`config.mk`:
```
export PLATFORM = sky130hd
export DESIGN_NAME = pdp1_panel_scan
export DESIGN_NICKNAME = d
export VERILOG_FILES = /design/src/rtl/pdp1_panel_scan.sv
export SDC_FILE = /design/constraint.sdc
export NUM_CORES = 1
export LEC_CHECK = 0
export ABC_AREA = 1
export BUFFER_PORTS_ARGS = -buffer_cell sky130_fd_sc_hd__buf_2
export CORE_ASPECT_RATIO = 1.1
export CORE_MARGIN = 5
export CORE_UTILIZATION = 30
export CTS_CLUSTER_SIZE = 16
export DETAILED_ROUTE_END_ITERATION = 16
export PLACE_DENSITY = 0.53
export SETUP_SLACK_MARGIN = 0.05
export SKIP_LAST_GASP = 1
export SLEW_MARGIN = 10
export SYNTH_ARGS = -nofsm -noshare
export SYNTH_HDL_FRONTEND = slang
export SYNTH_SLANG_ARGS = --single-unit
```
`constraint.sdc`:
```
create_clock -name clk -period 4.9 [get_ports clk]
set_input_delay 0.245 -clock clk [delete_from_list [all_inputs] [get_ports clk]]
set_output_delay 0.245 -clock clk [all_outputs]
set_load 0.005 [all_outputs]
```
`src/rtl/pdp1_panel_scan.sv`:
```
// PDP-1 style front-panel scanner: time-multiplexes three lamp rows and two
// switch rows over a shared 18-bit column bus, debouncing each switch row.
module pdp1_panel_scan #(
    parameter int unsigned DWELL    = 1000,
    parameter int unsigned BLANK    = 16,
    parameter int unsigned DEBOUNCE = 4
) (
    input  logic        clk,
    input  logic        reset_n,
    input  logic [0:17] light0,
    input  logic [0:17] light1,
    input  logic [0:17] light2,
    input  logic [0:17] col_in,
    output logic [4:0]  row_sel,
    output logic [0:17] col_out,
    output logic [0:17] sw0,
    output logic [0:17] sw1,
    output logic        frame
);

    localparam logic [15:0] TICK_LAST = 16'(DWELL - 1);
    localparam logic [15:0] TICK_SNAP = 16'(BLANK - 1);
    localparam logic [3:0]  DB_MAX    = 4'(DEBOUNCE);

    typedef enum logic [2:0] {
        ROW_L0 = 3'd0,
        ROW_L1 = 3'd1,
        ROW_L2 = 3'd2,
        ROW_S0 = 3'd3,
        ROW_S1 = 3'd4
    } row_t;

    typedef struct packed {
        logic [0:17] cand;
        logic [3:0]  cnt;
        logic        upd;
    } db_t;

    row_t        row;
    logic [15:0] tick;
    logic [0:17] cand3, cand4;
    logic [3:0]  cnt3, cnt4;
    logic [0:17] lamp_sel;
    db_t         db3_nxt, db4_nxt;
    logic        row_end, snap_now;

    function automatic row_t next_row(input row_t r);
        case (r)
            ROW_L0:  return ROW_L1;
            ROW_L1:  return ROW_L2;
            ROW_L2:  return ROW_S0;
            ROW_S0:  return ROW_S1;
            default: return ROW_L0;
        endcase
    endfunction

    function automatic logic [4:0] row_onehot(input row_t r);
        case (r)
            ROW_L0:  return 5'b00001;
            ROW_L1:  return 5'b00010;
            ROW_L2:  return 5'b00100;
            ROW_S0:  return 5'b01000;
            default: return 5'b10000;
        endcase
    endfunction

    // A fresh sample restarts the run at 1; a repeat extends it up to DB_MAX.
    // The output register follows whenever the run is at DB_MAX after the step.
    function automatic db_t db_step(input logic [0:17] cand,
                                    input logic [3:0]  cnt,
                                    input logic [0:17] smp);
        db_t r;
        r.cand = cand;
        r.cnt  = cnt;
        if (smp != cand) begin
            r.cand = smp;
            r.cnt  = 4'd1;
        end else if (cnt < DB_MAX) begin
            r.cnt = cnt + 4'd1;
        end
        r.upd = (r.cnt == DB_MAX);
        return r;
    endfunction

    always_comb begin
        lamp_sel = '0;
        case (row)
            ROW_L0:  lamp_sel = light0;
            ROW_L1:  lamp_sel = light1;
            ROW_L2:  lamp_sel = light2;
            default: lamp_sel = '0;
        endcase
    end

    assign row_end  = (tick == TICK_LAST);
    assign snap_now = (tick == TICK_SNAP) &&
                      (row == ROW_L0 || row == ROW_L1 || row == ROW_L2);
    assign db3_nxt  = db_step(cand3, cnt3, col_in);
    assign db4_nxt  = db_step(cand4, cnt4, col_in);

    // Row change and column blanking share the wrap edge so a lamp pattern
    // never overlaps a switch-row strobe.
    always_ff @(posedge clk or negedge reset_n) begin
        if (!reset_n) begin
            row     <= ROW_L0;
            tick    <= '0;
            row_sel <= 5'b00001;
            col_out <= '0;
            sw0     <= '0;
            sw1     <= '0;
            cand3   <= '0;
            cand4   <= '0;
            cnt3    <= '0;
            cnt4    <= '0;
            frame   <= 1'b0;
        end else begin
            frame <= 1'b0;
            if (row_end) begin
                tick    <= '0;
                col_out <= '0;
                row     <= next_row(row);
                row_sel <= row_onehot(next_row(row));
                frame   <= (row == ROW_S1);
                if (row == ROW_S0) begin
                    cand3 <= db3_nxt.cand;
                    cnt3  <= db3_nxt.cnt;
                    if (db3_nxt.upd)
                        sw0 <= db3_nxt.cand;
                end
                if (row == ROW_S1) begin
                    cand4 <= db4_nxt.cand;
                    cnt4  <= db4_nxt.cnt;
                    if (db4_nxt.upd)
                        sw1 <= db4_nxt.cand;
                end
            end else begin
                tick <= tick + 16'd1;
                if (snap_now)
                    col_out <= lamp_sel;
            end
        end
    end

endmodule

```
-- Yosys cells after proc, flatten, opt, wreduce, memory -nomap -nowiden
Index checks and enable logic that the tools add are counted.
Widths: inputs -> output; s select.
- add/sub/neg operators: 3
- magnitude comparators: 2
- equal/unequal tests: 13
- multiplexer cells: 14
- reduce and logical (&&, ||, !) cells: 10
- operator list (cell ; number):
    $mux 18 ; 4
    $pmux 18 s3 ; 1
    $ne 18x18->1 ; 2
    $pmux 5 s4 ; 1
    $add 16x1->16 const B ; 1
    $eq 16x10->1 const B ; 1
    $eq 16x4->1 const B ; 1
    $mux 16 ; 1
    $mux 4 ; 4
    $eq 3x2->1 const B ; 4
    $pmux 3 s4 ; 1
    $add 4x1->4 const B ; 2
    $eq 4x3->1 const B ; 2
    $lt 4x3->1 const B ; 2
    $eq 3x1->1 const B ; 2
    $logic_not 3->1 ; 2
    $reduce_and 3->1 ; 2
    $reduce_and 2->1 ; 2
    $eq 3x3->1 const B ; 1
    $mux 3 ; 1
    $logic_or 1x1->1 ; 2
    $reduce_bool 2->1 ; 1
    $logic_and 1x1->1 ; 1
    $mux 1 ; 1
- register bits: 123
- input bits: 74
- output and inout port bits: 60
- word-level logic and storage cells: 53

-- Depth between registers and ports, before layout
- depth in word-level cells: 6
- mapped depth: 13
- gate-level depth less buffers: 12

-- Worst setup path before layout
OpenSTA, ideal clock, no wires.
- kind: reg2reg
- from: register tick[0]
- to: register sw0[0] (netlist name)
- arrival time: 1.714 ns
- path slack: 3.069 ns
- cell stages (with the launch flop): 14
- cell sequence: dfrtp_1 > ha_1 > nand2_1 > inv_2 > nand2_1 > nor3_4 > nand2_2 > nor2_4 > nand2_1 > nor2_2 > nand2_2 > buf_2 > nand2_1 > nand2_1
- cells in the longest elaborated chain, start to end: 2
- ends and longest elaborated chain (item ; line ; text):
    start, declared ; 40 ; logic [15:0] tick;
    start signal, assigned ; 137 ; tick <= tick + 16'd1;
    $eq 16x10->1 ; 95 ; assign row_end = (tick == TICK_LAST);
    $reduce_and 3->1 (no line) ; - ;
    end signal, assigned ; 128 ; sw0 <= db3_nxt.cand;
    end, declared ; 16 ; output logic [0:17] sw0,
Every way passes these cells.
A chain may end at the register's enable or synchronous reset.

-- Worst setup path in the final report
- from: register tick[0]
- to: register sw0[16] (netlist name)
The elaborated chain is that of the path after synthesis.

==> key figures <==
Clock network
  – Setup Buffers After CTS: 0
  – H-tree depth: 4
  – CTS tree: yes
  – Reg clk slew, reported paths: 50 ps
  – Cts hold-fix bufs: 0
  – Longest Clk Path Bufs: 2
  – Cells resized by post-CTS repair: 0
  – CTS Root Cell: clkbuf_16
  – Cts bufs inserted: 17
  – Clk_lat worst skew: 410 ps
  – Sink Count: 123

GRT
  – Met1 Use GR: 19.7%
  – Largest net degree at the start of global routing: 79
  – First-pass GRT wire length: 26700 µm
  – GRT Overall Usage: 15.0%
  – Grt ovf: 0
  – Initial antenna violation count: 0
  – Met2 GRT Util: roughly a quarter
  – Met3 Use GR: 4.02%
  – Grt peak-use layer: met2
  – Number of global-route vias before repair: 5210

Timing
  – # setup viols final: 0
  – Max-slew headroom: between 30% and 40%
  – Hold Fails Final Rpt: 0
  – TNS Setup: 0 ps
  – Final worst-path cycle share: 61.0%
  – Least-Margin Pin Slew: 1020 ps
  – Minimum clock period: between 2000 and 3000 ps
  – Slew Viols, Final: 0
  – Setup slack after layout: 1910 ps
  – Setup Skew: between 8 and 9 ps
  – RSZ-0062 raised after global routing: false
  – FMAX: 0.334 GHz

Synthesis
  – Post-synth top area share: 51.4%
  – EDFF count, synth: 0
  – Synth Area in XOR/XNOR: 2.36%
  – Post-synthesis mux area share: 0.379%
  – Commonest cells post-synth: nand2_1 (209), dfrtp_1 (122), inv_1 (81), nand3_1 (71), nor2_1 (57)
  – Largest family of logic cells by synthesized area: simple AND/OR/NAND/NOR gates
  – Post-synthesis simple-gate area fraction: between 20 and 30%
  – Mapped cell area: 5940 µm²
  – Cell with the most instances after synthesis: nand2_1
  – Synth Area in Compound Gates: 9.45%
  – Seq cells post-synth: around 120
  – Post-Syn Instances: 730
  – Post-synth cell types: 35
  – Warnings, synthesis: 0
  – Syn nets: 807
  – Largest cells by area after synthesis: dfrtp_1 (51%), nand2_1 (13%), nand3_1 (6.0%)
  – Main flop type after synthesis: dfrtp_1
  – Largest area contributor in the netlist: dfrtp_1
  – Synthesized-area fraction occupied by adder cells: less than 1%
  – FFs w/ async S/R, synth: 100%
  – Seq/Total Area, Yosys: 51.8%
  – Syn avg cell area: 8.14 µm²

Job
  – # Max-Cap Violations: 0

Power
  – PD cells: 314 nW/µm²
  – Worst vdd ir: approximately 0.23 mV
  – Pleak: between 4 and 5 nW

Critical path
  – R2R setup slack: 1910 ps
  – Worst r2r src: tick[0]$_DFF_PN0_
  – Worst Path Required: roughly 5200 ps
  – Worst Setup SP: tick[0]$_DFF_PN0_
  – Worst r2r dst: sw0[16]$_DFFE_PN0P_
  – Kind of critical path: flip-flop to flip-flop
  – R2R depth: 12
  – Peak fanout along the critical path: 20
  – CP Launch Type: flip-flop
  – Critical path endpoint: sw0[16]$_DFFE_PN0P_
  – Arrival time worst endpoint: 3290 ps
  – Endpoint type of the worst setup path: flip-flop

Floorplanning
  – Number of I/O pins: 134
  – Die H: 158 µm
  – Placement Rows: 54
  – DIE AREA: between 20000 and 25000 µm²
  – Initial Utilization: 30.2%
  – Die Width: ~140 µm
  – Placeable Area: 19700 µm²

Route
  – Routed Wire Length: 16100 µm
  – 1st-pass router iterations: 4
  – Vias: 5151
  – # DRC: 0
  – Routed length per placed instance: 14.3 µm
  – Vias per cell: about 4.6
  – DR iter-0 viols: 307
  – Antenna Nets Post-Route: 0

Final layout
  – Fin nets: 942
  – Final std cells w/o fill: 1130
  – Inserted Diodes: 0
  – Layout cells sized above 1: between 20% and 30%
  – Area grow syn2layout: 24.8%

Placed design
  – HPWL Detailed: 11400 µm
  – Placer congestion estimate: 0.800
  – Placed Cells: 1098
  – DP Worst Slack: roughly 1900 ps
  – IO buf count: 133

Status
  – Status: completed

Hold path
  – Hold crit path type: primary input to async pin
-- sequential cells by signal, summed over array words and instances (netlist names) --
name     flops
cand3       18
cand4       18
col_out     18
sw0         18
sw1         18
tick        16
row_sel      5
cnt3         4
cnt4         4
row          3
frame        1
-- logic make-up (layout without fill, tap and decap cells) --
| family | count (synthesis) | in the layout |
|---|---|---|
| and+or+nand+nor | 378 | 378 |
| DFF | 123 | 123 |
| muxes | 2 | 2 |
| buffers and inverters | 112 | 260 |
| xor gates and xnor gates | 16 | 16 |
| AOI/OAI and AO/OA | 96 | 96 |
| adders and majority gates | 3 | 3 |
-- cells in the final DEF (no fill, tap or decap) --
master,netlist,final
nand2_1,209,209
buf_2,4,132
dfrtp_1,122,122
inv_1,81,81
nand3_1,71,71
nor2_1,57,57
o21ai_1,32,32
o21ai_0,28,28
a221oi_1,18,18
clkbuf_16,0,17
a21oi_1,12,12
xnor2_1,12,12
nor3_1,9,9
nand4_1,9,9
inv_2,8,8
clkbuf_1,15,8
buf_4,2,7
nor4_1,5,5
clkbuf_8,0,5
nand2_2,4,4
xor2_1,4,4
or2_1,3,3
nor2_4,3,3
or2_2,3,3
ha_1,3,3
nor3_4,2,2
a211oi_1,2,2
mux2_2,2,2
o211ai_1,1,1
nand4_4,1,1
o22ai_1,1,1
nor2_2,1,1
nor3_2,1,1
a21o_1,1,1
o31ai_1,1,1
bufinv_16,0,1
clkinv_2,0,1
dfstp_2,1,1
-- routing by layer --
metal	vias up	share of wire [%]
met3	20	4.3
met1	2390	46
li1	2641	-
met2	100	48
met4	0	1.4
met5	-	0
-- power by group --
group,internal (mW),switching (mW),total [mW]
Combinational,0.0436,0.0664,0.110
Clock,0.765,0.423,1.19
Sequential,1.03,0.00397,1.03
-- critical path, cell delays in order, from the launching register on --
cell and delay, ps:
dfrtp_1 370, ha_1 180, nand2_1 70, inv_2 90
nand2_1 90, nor3_4 190, nand2_2 230, nor2_4 180
nand2_1 80, nor2_2 690, nand2_2 460, nand2_1 170
nand2_1 70
-- cell type report --
| class | count | area (µm²) |
|---|---|---|
| Sequential cell | 123 | 3080 |
| Inverter | 89 | 334 |
| Clock buffer | 30 | 524 |
| Clock inverter | 2 | 35.0 |
| Fill cell | 2031 | 12200 |
| Multi-Input combinational cell | 495 | 2410 |
| Tap cell | 252 | 315 |
| Timing Repair Buffer | 139 | 713 |
-- per-stage QoR --
| step | hold slack (ps) | total power, mW | instance area, µm² | util [%] |
|---|---|---|---|---|
| after floorplan | -50.6 | 1.08 | 5940 | - |
| after global placement | 451 | 1.16 | 6860 | 34.9 |
| after detailed placement | 454 | 1.16 | 6860 | 34.9 |
| after CTS | 47.5 | 2.36 | 7420 | 37.7 |
| after global routing | 85.3 | 2.43 | 7420 | 37.7 |
| final | 2.05 | 2.33 | 7420 | 37.7 |
-- how the worst min path moves through the flow --
stage | from | slack (ps) | cells after the start | endpoint
2_1_floorplan | reset_n | -50 | 0 | cand3[0]$_DFFE_PN0P_
4_1_cts | reset_n | 50 | 1 | col_out[7]$_DFFE_PN0P_
3_3_place_gp | sw1[8]$_DFFE_PN0P_ | 450 | 2 | sw1[8]$_DFFE_PN0P_
6_report | reset_n | 2 | 1 | col_out[7]$_DFFE_PN0P_
3_5_place_dp | sw1[16]$_DFFE_PN0P_ | 450 | 2 | sw1[16]$_DFFE_PN0P_
5_1_grt | reset_n | 90 | 1 | col_out[7]$_DFFE_PN0P_
No activity file was read; power rests on OpenSTA's default activity.
